`config.mk`:
```
export PLATFORM = sky130hd
export DESIGN_NAME = exe_unit_w6_sched
export DESIGN_NICKNAME = d
export VERILOG_FILES = /design/src/rtl/exe_unit_w6_pkg.sv /design/src/rtl/exe_unit_w6.sv /design/src/rtl/exe_unit_w6_sched.sv
export SDC_FILE = /design/constraint.sdc
export NUM_CORES = 1
export LEC_CHECK = 0
export CAP_MARGIN = 20
export CORE_UTILIZATION = 30
export CTS_CLUSTER_SIZE = 40
export DETAILED_ROUTE_END_ITERATION = 10
export GPL_ROUTABILITY_DRIVEN = 0
export PLACE_DENSITY = 0.61
export SLEW_MARGIN = 20
export SYNTH_ARGS = -nofsm -noshare
export SYNTH_HDL_FRONTEND = slang
export SYNTH_SLANG_ARGS = --single-unit
export TNS_END_PERCENT = 100
```
`constraint.sdc`:
```
create_clock -name i_clk -period 4.9 [get_ports i_clk]
set_input_delay 0.98 -clock i_clk [delete_from_list [all_inputs] [get_ports i_clk]]
set_output_delay 0.98 -clock i_clk [all_outputs]
set_load 0.1 [all_outputs]
```
`src/rtl/exe_unit_w6_pkg.sv`:
```
// Shared types and constants for the exe_unit_w6 execution unit and its two-requester scheduler.
package exe_unit_w6_pkg;

    typedef enum logic [1:0] {
        OP_SUB    = 2'b00,
        OP_CMP    = 2'b01,
        OP_SHIFT  = 2'b10,
        OP_BITSET = 2'b11
    } op_e;

    localparam int unsigned ST_ERR    = 0;
    localparam int unsigned ST_EVEN   = 1;
    localparam int unsigned ST_SINGLE = 2;
    localparam int unsigned ST_OVF    = 3;

    typedef enum logic [1:0] {
        IDLE = 2'b00,
        WAIT = 2'b01,
        RESP = 2'b10
    } sched_state_e;

endpackage

```
`src/rtl/exe_unit_w6.sv`:
```
// SUB/CMP/SHIFT/BITSET unit with 4-bit status; result appears LAT clock edges after the operands.
module exe_unit_w6
    import exe_unit_w6_pkg::*;
#(
    parameter int unsigned BITS = 8,
    parameter int unsigned LAT  = 1
) (
    input  logic            i_clk,
    input  logic            i_rst,
    input  logic [BITS-1:0] i_a,
    input  logic [BITS-1:0] i_b,
    input  logic [1:0]      i_op,
    output logic [BITS-1:0] o_out,
    output logic [3:0]      o_status
);

    localparam logic [BITS-1:0] LIMIT = BITS'(BITS);

    logic [BITS-1:0]   res;
    logic [3:0]        st;
    logic [2*BITS-1:0] wide;
    logic              bad_idx;

    logic [BITS-1:0] out_q [LAT];
    logic [3:0]      st_q  [LAT];

    always_comb begin
        res     = '0;
        st      = '0;
        wide    = '0;
        // Shift amounts and bit indices beyond the word are flagged, not wrapped.
        bad_idx = (i_b >= LIMIT);
        unique case (op_e'(i_op))
            OP_SUB: begin
                res         = i_a - i_b;
                st[ST_OVF]  = (i_a < i_b);
            end
            OP_CMP: begin
                res[0] = (i_a == i_b);
                res[1] = (i_a < i_b);
                res[2] = (i_a > i_b);
            end
            OP_SHIFT: begin
                if (bad_idx) begin
                    st[ST_ERR] = 1'b1;
                end else begin
                    wide       = {{BITS{1'b0}}, i_a} << i_b;
                    res        = wide[BITS-1:0];
                    st[ST_OVF] = |wide[2*BITS-1:BITS];
                end
            end
            OP_BITSET: begin
                if (bad_idx) begin
                    st[ST_ERR] = 1'b1;
                    res        = i_a;
                end else begin
                    res = i_a | (BITS'(1) << i_b);
                end
            end
        endcase
        st[ST_EVEN]   = ~^res;
        st[ST_SINGLE] = $onehot(res);
    end

    always_ff @(posedge i_clk or posedge i_rst) begin
        if (i_rst) begin
            for (int i = 0; i < LAT; i++) begin
                out_q[i] <= '0;
                st_q[i]  <= '0;
            end
        end else begin
            out_q[0] <= res;
            st_q[0]  <= st;
            for (int i = 1; i < LAT; i++) begin
                out_q[i] <= out_q[i-1];
                st_q[i]  <= st_q[i-1];
            end
        end
    end

    assign o_out    = out_q[LAT-1];
    assign o_status = st_q[LAT-1];

endmodule

```
`src/rtl/exe_unit_w6_sched.sv`:
```
// Round-robin scheduler sharing one exe_unit_w6 between two valid/ready requesters,
// with a saturating count of error-flagged responses.
module exe_unit_w6_sched
    import exe_unit_w6_pkg::*;
#(
    parameter int unsigned BITS    = 8,
    parameter int unsigned EXE_LAT = 1,
    parameter int unsigned CNT_W   = 8
) (
    input  logic              i_clk,
    input  logic              i_rst,
    input  logic [1:0]        i_req_valid,
    output logic [1:0]        o_req_ready,
    input  logic [2*BITS-1:0] i_req_a,
    input  logic [2*BITS-1:0] i_req_b,
    input  logic [3:0]        i_req_op,
    output logic              o_rsp_valid,
    input  logic              i_rsp_ready,
    output logic              o_rsp_id,
    output logic [BITS-1:0]   o_rsp_out,
    output logic [3:0]        o_rsp_status,
    output logic              o_busy,
    input  logic              i_clr_cnt,
    output logic [CNT_W-1:0]  o_err_cnt
);

    localparam int unsigned CW = $clog2(EXE_LAT + 1);

    sched_state_e    state_q, state_d;
    logic            rr_q;
    logic [BITS-1:0] a_q, b_q;
    logic [1:0]      op_q;
    logic            id_q;
    logic [CW-1:0]   cnt_q;
    logic [BITS-1:0] rsp_out_q;
    logic [3:0]      rsp_status_q;
    logic [CNT_W-1:0] err_cnt_q;

    logic            grant;
    logic            grant_vld;
    logic            accept;
    logic            rsp_hs;
    logic [BITS-1:0] exe_out;
    logic [3:0]      exe_status;

    always_comb begin
        grant     = rr_q;
        grant_vld = 1'b0;
        if (i_req_valid[rr_q]) begin
            grant     = rr_q;
            grant_vld = 1'b1;
        end else if (i_req_valid[~rr_q]) begin
            grant     = ~rr_q;
            grant_vld = 1'b1;
        end
    end

    assign accept      = (state_q == IDLE) && grant_vld;
    assign rsp_hs      = (state_q == RESP) && i_rsp_ready;
    assign o_req_ready = accept ? (2'b01 << grant) : 2'b00;

    always_comb begin
        state_d = state_q;
        unique case (state_q)
            IDLE:    if (accept) state_d = WAIT;
            WAIT:    if (cnt_q == '0) state_d = RESP;
            RESP:    if (i_rsp_ready) state_d = IDLE;
            default: state_d = IDLE;
        endcase
    end

    always_ff @(posedge i_clk or posedge i_rst) begin
        if (i_rst) begin
            state_q      <= IDLE;
            rr_q         <= 1'b0;
            a_q          <= '0;
            b_q          <= '0;
            op_q         <= '0;
            id_q         <= 1'b0;
            cnt_q        <= '0;
            rsp_out_q    <= '0;
            rsp_status_q <= '0;
            err_cnt_q    <= '0;
        end else begin
            state_q <= state_d;
            if (accept) begin
                a_q   <= i_req_a[grant*BITS +: BITS];
                b_q   <= i_req_b[grant*BITS +: BITS];
                op_q  <= i_req_op[grant*2 +: 2];
                id_q  <= grant;
                // One extra edge beyond the unit latency lets the unit's output register settle.
                cnt_q <= CW'(EXE_LAT);
            end else if (state_q == WAIT) begin
                if (cnt_q == '0) begin
                    rsp_out_q    <= exe_out;
                    rsp_status_q <= exe_status;
                end else begin
                    cnt_q <= cnt_q - CW'(1);
                end
            end
            if (rsp_hs) begin
                rr_q <= ~id_q;
            end
            if (i_clr_cnt) begin
                err_cnt_q <= '0;
            end else if (rsp_hs && rsp_status_q[ST_ERR] && !(&err_cnt_q)) begin
                err_cnt_q <= err_cnt_q + CNT_W'(1);
            end
        end
    end

    exe_unit_w6 #(
        .BITS (BITS),
        .LAT  (EXE_LAT)
    ) u_exe (
        .i_clk    (i_clk),
        .i_rst    (i_rst),
        .i_a      (a_q),
        .i_b      (b_q),
        .i_op     (op_q),
        .o_out    (exe_out),
        .o_status (exe_status)
    );

    assign o_rsp_valid  = (state_q == RESP);
    assign o_rsp_id     = id_q;
    assign o_rsp_out    = rsp_out_q;
    assign o_rsp_status = rsp_status_q;
    assign o_busy       = (state_q != IDLE);
    assign o_err_cnt    = err_cnt_q;

endmodule

```
# Yosys cells after proc, flatten, opt, wreduce, memory -nomap -nowiden
# Index checks and enable logic that the tools add are counted.
[op_classes]
add_sub_neg = 10
order_cmp = 5
eq_ne = 10
n_shift = 6
mux = 26
bitwise_logic = 5
n_reduce_logical = 16
[op_table]
columns = ["operator", "count"]
rows = [
  ["$mux 8", 4],
  ["$shiftx 16x5->8", 2],
  ["$shl 8x8->16", 1],
  ["$pmux 5 s3", 1],
  ["$mux 1", 14],
  ["$add 4x4->4", 3],
  ["$pmux 3 s4", 1],
  ["$add 1x1->2", 4],
  ["$add 8x1->8 const B", 1],
  ["$eq 8x8->1", 1],
  ["$ge 8x4->1 const B", 1],
  ["$gt 8x8->1", 1],
  ["$lt 8x8->1", 1],
  ["$mux 2", 4],
  ["$or 8x8->8", 1],
  ["$reduce_and 8->1", 1],
  ["$reduce_or 8->1", 1],
  ["$reduce_xnor 8->1", 1],
  ["$shl 1x8->8 const A", 1],
  ["$sub 8x8->8", 1],
  ["$eq 2x2->1 const B", 3],
  ["$pmux 2 s3", 1],
  ["$reduce_and 3->1", 2],
  ["$reduce_bool 2->1", 3],
  ["14 further kinds", 24],
]
[word_totals]
register_bits = 55
inputBits = 42
output_inout_bits = 25
elab_cells = 90

# Depth between registers and ports, before layout
# Gate-level depths: netlist of run 1.
[logic_depth]
ltp_word = 8
depth_mapped = 17

# Modules after synthesis
# From an unflattened synthesis of run 1, not the netlist that was laid out.
[hier_totals]
cells_unflattened = 344
area_unflattened_um2 = 3413.3
[modules_own_cells]
columns = ["module", "instances", "cells_per_inst", "area_each_um2", "seq_area_each_um2"]
rows = [
  ["exe_unit_w6_sched", 1, 170, 1923.1, 1076.0],
  ["exe_unit_w6", 1, 174, 1490.2, 300.3],
]

# Least setup slack after synthesis of run 1
# OpenSTA, ideal clock, no wires.
[synth_timing]
path_type = "reg-to-reg"
start = "register a_q[0]"
end = "register u_exe.st_q, in the netlist u_exe.o_status[2]"
setup_time_ns = 0.105
arrival_ns = 4.087
required_ns = 4.795
path_slack_ns = 0.708
stages_incl_launch_ff = 18
n_path_buf = 0
path_cell_list = "dfrtp_1 inv_1 ha_1 inv_1 fa_1 a211oi_2 nor3_1 a211oi_2 nor2_1 a211o_1 ha_1 inv_1 fa_1 inv_1 fa_1 ha_1 fa_1 nor4b_1"
[synth_between]
elab_chain_len = 7
[synth_lines]
columns = ["item", "line", "source"]
rows = [
  ["start: declaration", "exe_unit_w6_sched.sv:31", "logic [BITS-1:0] a_q, b_q;"],
  ["start signal: assignment", "exe_unit_w6_sched.sv:87", "a_q <= i_req_a[grant*BITS +: BITS];"],
  ["branches (longest 2 deep; another with $sub 8x8->8)", "n/a", ""],
  ["$pmux 3 s4 *", "exe_unit_w6.sv:33", "unique case (op_e'(i_op))"],
  ["net u_exe.res[2]", "exe_unit_w6.sv:19", "logic [BITS-1:0] res;"],
  ["$add 1x1->2 (not written as such) *", "exe_unit_w6.sv:62", "st[ST_SINGLE] = $onehot(res);"],
  ["$add 4x4->4 (not written as such) * (2 in a row)", "exe_unit_w6.sv:62", ""],
  ["$eq 4x1->1 *", "exe_unit_w6.sv:62", ""],
  ["net u_exe.st[2]", "exe_unit_w6.sv:20", "logic [3:0] st;"],
  ["end signal: indexed assignment", "exe_unit_w6.sv:76", "st_q[i] <= st_q[i-1];"],
  ["end: declaration", "exe_unit_w6.sv:25", "logic [3:0] st_q [LAT];"],
]
# Mark *: on every way through the listed nets, which the timed path passes.
# A chain may end at the register's enable or synchronous reset.

# Worst setup path in the final report of run 1
# Ends and elaborated chain as after synthesis.

==> results.md, run 1 <==
- The sequential element share of the synthesized area is 0.4114.
- Yosys instantiated no cell more often than sky130_fd_sc_hd__dfrtp_1.
- For this block, the initial DRC count from the detailed router was 291.
- The number of hold-slack violations in the final timing report is 0.
- The final wirelength is 8160 um.
- The synthesized netlist net count is 406.
- The via count of the first global-routing pass was 2743.
- STA classifies the critical path startpoint as a flop.
- The Yosys step of the flow raised 0 warnings.
- The clock passes through at most 2 buffers.
- The fraction of the mapped netlist area in compound gates is 0.1660.
- The first global-routing pass estimated 13520 um of wire.
- For the final routed database, the setup TNS stands at 0 ps.
- The proportion of netlist area held by the largest area contributor is 0.4114.
- The endpoint of the worst register-to-register path is u_exe.o_status[2].
- Of the available clock period, the critical path in the final layout requires 0.9238.
- The total CTS buffers is 5.
- In the final routed layout, each cell accounts on average for 14.84 um.
- The post-route minimum period is 4527 ps.
- STA puts the critical path data required time at 5120 ps.
- The mux contribution to synthesized area is 0.08714.
- Fill cells in the final layout number 1091.
- Entering global routing, the biggest net connects 29 pins.
- The setup path with the least slack is of type reg2reg.
- The final-report max-slew violation count came to 0.
- The flow ran to the end, and the final reports show no timing, DRC or antenna violations.
- The height of the die is 107.6 um.
- The largest area contributor in the netlist is sky130_fd_sc_hd__dfrtp_1.
- The first-pass iteration count of the detailed router is 7.
- The die is 107.6 um wide.
- Summing all flip-flop and latch instances after layout gives 0.001376 mm^2.
- The fraction of final layout cells with drive strength greater than 1 is 0.09268.
- Data on the critical path arrives at its endpoint at 4740 ps.
- The detail-routed via count per cell is 5.189.
- The initial cell density of the core is 0.3086.
- Across every metal layer, demand over resource in global routing totals 0.1490.
- The launching instance or port of the critical path is a_q[0].
- After synthesis, the largest family of logic cells by area is compound AO/OA/AOI/OAI gates.
- For this run, asynchronously set or reset flops after synthesis account for 1.000.
- In this run the worst path has a maximum fanout of 7.
- The area enclosed by the die boundary is 0.01158 mm^2.
- The total of buffers placed on input and output ports is 66.
- After floorplanning, the core was divided into 38 placement rows.
- At the later pin of the worst-skew pair, clock insertion delay measures 320 ps.
- For the worst flop-to-flop path, the logic depth is 17.
- The last element of the critical path is u_exe.o_status[2].
- Measured against its own limit, the worst slew margin works out to 0.3481.
- The initial antenna violation count is 0.
- The detail route stage leaves a number of antenna-violating nets equal to 0.
- Counting flops with a built-in enable in the synthesized netlist gives 0.
- The number of setup buffers added after CTS is 0.
- The number of maximum-capacitance violations is 0.
- The detailed router placed 2854 vias in this run.
- The area of combinational cells with multiple inputs is 0.001762 mm^2.
- Of the total synthesized cell area, the portion taken by full adders, half adders and majority gates is 0.08975.
- In this run, post-CTS hold repair placed 0 buffers.
- The net count of the finished layout is 472.
- Setup repair after global routing left no endpoint under its margin.
- The tree built by TritonCTS fans out to 55 sinks.
- The simple-gate portion of the synthesized area is 0.1526.
- Traced cell by cell, the critical path runs through inv_1 > ha_1 > inv_1 > fa_1 > a211oi_4 > nor3_1 > a211oi_2 > nor2_1 > a211o_1 > ha_1 > inv_1 > fa_1 > inv_1 > fa_1 > ha_1 > fa_1 > nor4b_2.
- The transition time of the tightest slew-check pin is 974.8 ps.
- By area the synthesized netlist is led by sky130_fd_sc_hd__dfrtp_1 (41%), sky130_fd_sc_hd__ha_1 (6.0%), sky130_fd_sc_hd__a222oi_1 (5.4%).
- The count of final setup violators is 0.
- The origin of the critical flop-to-flop path is a_q[0].
- The root cell of the clock tree is sky130_fd_sc_hd__clkbuf_8.
- For this run, the slowest stage of the critical path takes 470 ps.
- After technology mapping, the gate count stands at 343.
- Of the total synthesized cell area, the portion taken by XOR and XNOR cells is 0.02618.
- The tightest min-delay check is of the reg2reg type.
- Averaged over all synthesized cells, the footprint is 9.754 um^2.
- In this run the register-to-register setup slack is 370 ps.
- The number of I/O pins is 67.
- Clock-pin slew was measured on the worst setup and hold paths at 110 ps.
- In this run, post-CTS repair resized a total of 0 instances.
- The HPWL after detailed placement is 6326 um.
- TritonCTS built the clock tree.
- Across the routed clock network, the largest skew measured is 14.14 ps.
- The final antenna diode count is 0.
- The region available for standard cell placement spans 0.01084 mm^2.
- The number of synthesized register bits is 55.
- The cell area that synthesis handed to floorplanning was 0.003346 mm^2.
- STA classifies the critical path endpoint as a flop.
- The synthesized netlist contains 55 unique library cells.
- The H-tree generated during clock tree synthesis spans 2 levels.
- The area growth from synthesis to layout is 27.67%.
- For this run, the leading register cell type out of synthesis is sky130_fd_sc_hd__dfrtp_1.
- The slowest stage cell on the critical path is sky130_fd_sc_hd__dfrtp_1.
- Ranked by instance count, the synthesized netlist is headed by sky130_fd_sc_hd__dfrtp_1 (55), sky130_fd_sc_hd__inv_1 (36), sky130_fd_sc_hd__nor2_1 (34).
- Summed over all layers, the global routing overflow is 0.
- The post-detailed-route DRC marker count is 0.
- The maximum operating frequency is 220.9 MHz.
==> state kept, by name (all words and copies together), names as in the netlist <==
register and flops:
o_err_cnt 8, o_rsp_out 8, o_rsp_status 4, cnt_q 1, u_exe.o_status 4, b_q 8, state_q 2, u_exe.o_out 8
op_q 2, rr_q 1, a_q 8, o_rsp_id 1
==> how the worst min path moves through the flow <==
stage                                  to  depth (start not counted)               from
after global placement       o_rsp_out[3]                          1     u_exe.o_out[3]
after global routing         o_rsp_out[5]                          1     u_exe.o_out[5]
after detailed placement  o_rsp_status[0]                          1  u_exe.o_status[0]
final                     o_rsp_status[0]                          1  u_exe.o_status[0]
after CTS                 o_rsp_status[0]                          1  u_exe.o_status[0]
after floorplan              o_rsp_out[0]                          1     u_exe.o_out[0]
==> cell type report <==
class                           count  area share
Clock buffer                        5     0.01611
Tap cell                          140     0.04101
Inverter                           40     0.03515
Sequential cell                    55      0.3222
Multi-Input combinational cell    233      0.4124
Timing Repair Buffer               74      0.1675
Clock inverter                      3    0.005565
==> cells by family (layout without fill, tap and decap cells) <==
family          after synthesis  in the layout
simple gates                103            103
compound gates               74             74
flops                        55             55
buf+inv                      55            122
mux                          25             25
fa+ha+maj                    21             21
xor+xnor                     10             10
==> metrics by stage <==
stage               setup WS [ps]  utilization  std cells  hold slack [ps]  area [um^2]
detailed placement          336.6       0.3840        542            454.9         4163
CTS                         295.9       0.3925        550            467.2         4255
global route                78.87       0.3940        550            489.4         4272
global placement            498.8       0.3840        542            445.1         4163
finish                      373.3       0.3940        550            462.7         4272
floorplan                   707.5            -        343            439.2         3346
==> placed cells by master, fill, tap and decap left out, types with 4 or more instances in the layout <==
cell / Yosys / layout
sky130_fd_sc_hd__o21ai_0: 10 / 10
sky130_fd_sc_hd__inv_1: 36 / 35
sky130_fd_sc_hd__nand3_1: 11 / 11
sky130_fd_sc_hd__nor2b_1: 7 / 7
sky130_fd_sc_hd__clkdlybuf4s50_1: 0 / 64
sky130_fd_sc_hd__xor2_1: 4 / 4
sky130_fd_sc_hd__xnor2_1: 6 / 6
sky130_fd_sc_hd__nor2_1: 34 / 33
sky130_fd_sc_hd__a222oi_1: 18 / 18
sky130_fd_sc_hd__buf_4: 0 / 10
sky130_fd_sc_hd__inv_2: 4 / 5
sky130_fd_sc_hd__clkbuf_8: 0 / 5
sky130_fd_sc_hd__mux2_2: 4 / 4
sky130_fd_sc_hd__nor3_1: 9 / 9
sky130_fd_sc_hd__ha_1: 16 / 16
sky130_fd_sc_hd__fa_1: 5 / 5
sky130_fd_sc_hd__a21oi_1: 15 / 15
sky130_fd_sc_hd__mux2_1: 9 / 9
sky130_fd_sc_hd__nand4_1: 5 / 5
sky130_fd_sc_hd__mux2i_1: 10 / 10
sky130_fd_sc_hd__a31oi_1: 5 / 5
sky130_fd_sc_hd__nand2_1: 18 / 18
sky130_fd_sc_hd__dfrtp_1: 55 / 55
==> critical path: cells and delay by family, from the launching register on <==
family	cells	cell delay, ps
simple gates	3	390
fa+ha+maj	7	2390
flops	1	470
compound gates	3	860
buf+inv	4	310
==> per-layer routing <==
metal,track usage,part of all wire,vias to the layer above
met5,0,0,-
met4,0.05088,0.021,0
met3,0.02663,0.069,16
met2,0.2262,0.43,111
met1,0.2119,0.48,1359
li1,-,-,1368
Power of run 1 is left out: the tool's default activity adds up to more than one toggle a clock period on the data nets, which glitch-free logic cannot reach.
==> run 2, diff against run 1 <==
--- a/config.mk
+++ b/config.mk
@@ -5,12 +5,14 @@
 export SDC_FILE = /design/constraint.sdc
 export NUM_CORES = 1
 export LEC_CHECK = 0
-export CAP_MARGIN = 20
+export CAP_MARGIN = 10
+export CELL_PAD_IN_SITES_DETAIL_PLACEMENT = 0
+export CELL_PAD_IN_SITES_GLOBAL_PLACEMENT = 1
 export CORE_UTILIZATION = 30
 export CTS_CLUSTER_SIZE = 40
 export DETAILED_ROUTE_END_ITERATION = 10
 export GPL_ROUTABILITY_DRIVEN = 0
-export PLACE_DENSITY = 0.61
+export PLACE_DENSITY = 0.74
 export SLEW_MARGIN = 20
 export SYNTH_ARGS = -nofsm -noshare
 export SYNTH_HDL_FRONTEND = slang
==> run 2 against run 1 <==
Compared with the run above: setup slack gained 3.7 ps; critical path depth unchanged; count of clock-buffer cells in the layout did not move; critical endpoint unchanged; largest cell class unchanged; highest routed layer unchanged.
==> results.md, run 2 (same netlist as run 1, synthesis figures left out) <==
- The height of the die came to 107.6 um (unchanged).
- The maximum operating frequency is 221.1 MHz (about the same).
- The path with the worst hold slack has its endpoint at o_rsp_status[1].
- The largest net degree at the start of global routing was 56 (+93%).
- The worst slew margin relative to its limit is 0.3505 (+0.002457).
- The maximum clock skew at final layout was 7.667 ps (-6.474 ps).
- The area enclosed by the die boundary is 0.01158 mm^2 (unchanged).
- The estimated wirelength of the detail-placed design was 6166 um (-2.5%).
- The final wirelength is 7814 um (-4.2%).
- The maximum level of the CTS H-tree was 2 (unchanged).
- The signal on the critical path passes through inv_1 > ha_1 > inv_1 > fa_1 > a211oi_2 > nor3_1 > a211oi_2 > nor2_1 > a211o_1 > ha_1 > inv_1 > fa_1 > inv_1 > fa_1 > ha_1 > fa_1 > nor4b_1.
- The final antenna-violating net count was 0 (unchanged).
- The register clock-pin slew on the reported worst setup and hold paths is 100 ps (about the same).
- The initial cell density of the core is 0.3086 (unchanged).
- The maximum cell stage delay along the critical path is 460 ps (about the same).
- The share of the cycle needed by the critical path after routing came to 0.9231 (about the same).
- The initial detailed-routing violation count came to 230 (-21%).
- The class of the worst hold path is reg2reg.
- The number of maximum-capacitance violations is 0 (unchanged).
- The number of standard-cell rows in the floorplan came to 38 (unchanged).
- The setup slack of the worst register-to-register path was 380 ps (about the same).
- Setup repair after global routing left no endpoint under its margin.
- TritonCTS built the clock tree.
- The setup total negative slack is 0 ps (unchanged).
- The root buffer cell chosen for the clock tree is sky130_fd_sc_hd__clkbuf_8.
- The total of buffers placed on input and output ports is 66 (unchanged).
- The count of clock tree sinks is 55 (unchanged).
- The layout filler cell count is 1073 (-1.6%).
- The slowest stage cell on the critical path is sky130_fd_sc_hd__dfrtp_1.
- The core outline area is 0.01084 mm^2 (unchanged).
- The overall die width came to 107.6 um (unchanged).
- The amount of wire on met2 after detailed routing is 3542 um (+0.57%).
- The first-pass GRT wire length is 13320 um (-1.5%).
- The number of I/O pins is 67 (unchanged).
- The count of vias placed by the detailed router is 2818 (-1.3%).
- The number of setup buffers added after CTS is 0 (unchanged).
- The total CTS buffers came to 5 (unchanged).
- The buffer depth of the longest clock path is 2 (unchanged).
- The number of hold-slack violations in the final timing report is 0 (unchanged).
- The number of cells traversed by the worst register-to-register path is 17 (unchanged).
- The most common library cell in the layout ignoring fill and taps is sky130_fd_sc_hd__clkdlybuf4s50_1.
- The fraction of final layout cells with drive strength greater than 1 came to 0.08802 (-0.004663).
- The post-route minimum period is 4523 ps (-3.686 ps).
- The area growth from synthesis to layout is 27.15%.
- The data arrival time of the critical path was 4740 ps (about the same).
- The wire length the detailed router placed on met1 is 3715 um (-4.6%).
- The detailed route wirelength on metal3 was 475 um (-16%).
- The critical path startpoint category is a flop.
- The total global-route track usage is 0.1445 (-0.004511).
- The transition time of the tightest slew-check pin came to 971.1 ps (-3.674 ps).
- The detailed-route wire length per cell is 14.23 um (-4.1%).
- The element type at the critical path end is a flop.
- The first-pass iteration count of the detailed router is 6 (-1).
- The endpoint of the worst register-to-register path is u_exe.o_status[2].
- The worst register-to-register path begins at a_q[0].
- Signal routing reaches up to met4.
- The detail-routed via count per cell is 5.133 (-1.1%).
- The count of final setup violators is 0 (unchanged).
- The initial antenna violation count was 0 (unchanged).
- The final-report max-slew violation count is 0 (unchanged).
- The required time at the endpoint of the critical path is 5120 ps (about the same).
- The run finished with clean final reports.
- Leaving out fill and tap cells, the most frequent cells in the layout are sky130_fd_sc_hd__clkdlybuf4s50_1 (64), sky130_fd_sc_hd__dfrtp_1 (55), sky130_fd_sc_hd__inv_1 (35).
- The final antenna diode count is 0 (unchanged).
- The post-detailed-route DRC marker count is 0 (unchanged).
- The setup path with the least slack is of type reg2reg.
- The maximum net fanout on the critical path was 7 (unchanged).
- The source-to-sink clock delay at the later pin of the worst-skew pair is 310 ps (about the same).
- The residual overflow from global routing is 0 (unchanged).
- The count of hold-fix buffers inserted at cts is 0 (unchanged).
- The number of nets in the layout is 471 (-0.21%).
- The number of gates resized after CTS is 0 (unchanged).
- The source of the worst hold timing path is u_exe.o_status[1].
- The count of cells along the worst hold path was 1 (unchanged).
- The via count of the first global-routing pass is 2748 (+0.18%).
run 2: area by class of cell:
type	count	area, um^2	area share
well taps	140	175.2	0.04118
multi-input cells	233	1748	0.4109
repair buffers	73	708.2	0.1665
inverters	40	150.1	0.03529
flip-flops and latches	55	1376	0.3235
clock inverters	3	27.53	0.006471
clock buffers	5	68.82	0.01618
run 2: per-layer routing:
layer | GRT usage | vias up
met5 | 0 | -
met4 | 0.02935 | 0
met3 | 0.02603 | 7
met2 | 0.2303 | 107
met1 | 0.2042 | 1343
li1 | - | 1361
run 2: worst max-delay path by stage:
stage / endpoint / depth (start not counted) / slack (ps) / startpoint
after global placement: u_exe.o_status[2] / 17 / 470 / a_q[0]
after floorplan: u_exe.o_status[2] / 17 / 710 / a_q[0]
after detailed placement: u_exe.o_status[2] / 17 / 370 / a_q[0]
after global routing: u_exe.o_status[2] / 17 / 30 / a_q[0]
final: u_exe.o_status[2] / 17 / 380 / a_q[0]
after CTS: u_exe.o_status[2] / 17 / 350 / a_q[0]
run 2: metrics by stage:
| step | setup slack (ps) | cell area (um^2) | hold slack [ps] | util | instances |
|---|---|---|---|---|---|
| 2_1_floorplan | 707.5 | 3346 | 439.2 | - | 343 |
| 3_3_place_gp | 474.2 | 4155 | 444.6 | 0.3833 | 541 |
| 3_5_place_dp | 369.1 | 4155 | 448.6 | 0.3833 | 541 |
| 4_1_cts | 348.6 | 4252 | 474.2 | 0.3922 | 549 |
| 5_1_grt | 33.52 | 4254 | 496.2 | 0.3924 | 549 |
| 6_report | 377.0 | 4254 | 469.1 | 0.3924 | 549 |
run 2: worst max-delay path, delay by kind of cell, from the launching register on:
kind | cells | cell delay, ps
AOI/OAI and AO/OA | 3 | 870
adders and majority gates | 7 | 2350
buffers and inverters | 4 | 320
DFF | 1 | 460
and+or+nand+nor | 3 | 430
Power of run 2 is left out for the same reason.
==> run 3, diff against run 2 <==
--- a/config.mk
+++ b/config.mk
@@ -17,4 +17,4 @@
 export SYNTH_ARGS = -nofsm -noshare
 export SYNTH_HDL_FRONTEND = slang
 export SYNTH_SLANG_ARGS = --single-unit
-export TNS_END_PERCENT = 100
+export TNS_END_PERCENT = 30
==> results of run 3 <==
Same layout as run 2: the final DEF is identical, and so are final timing and power.
Power of run 3 is left out for the same reason.
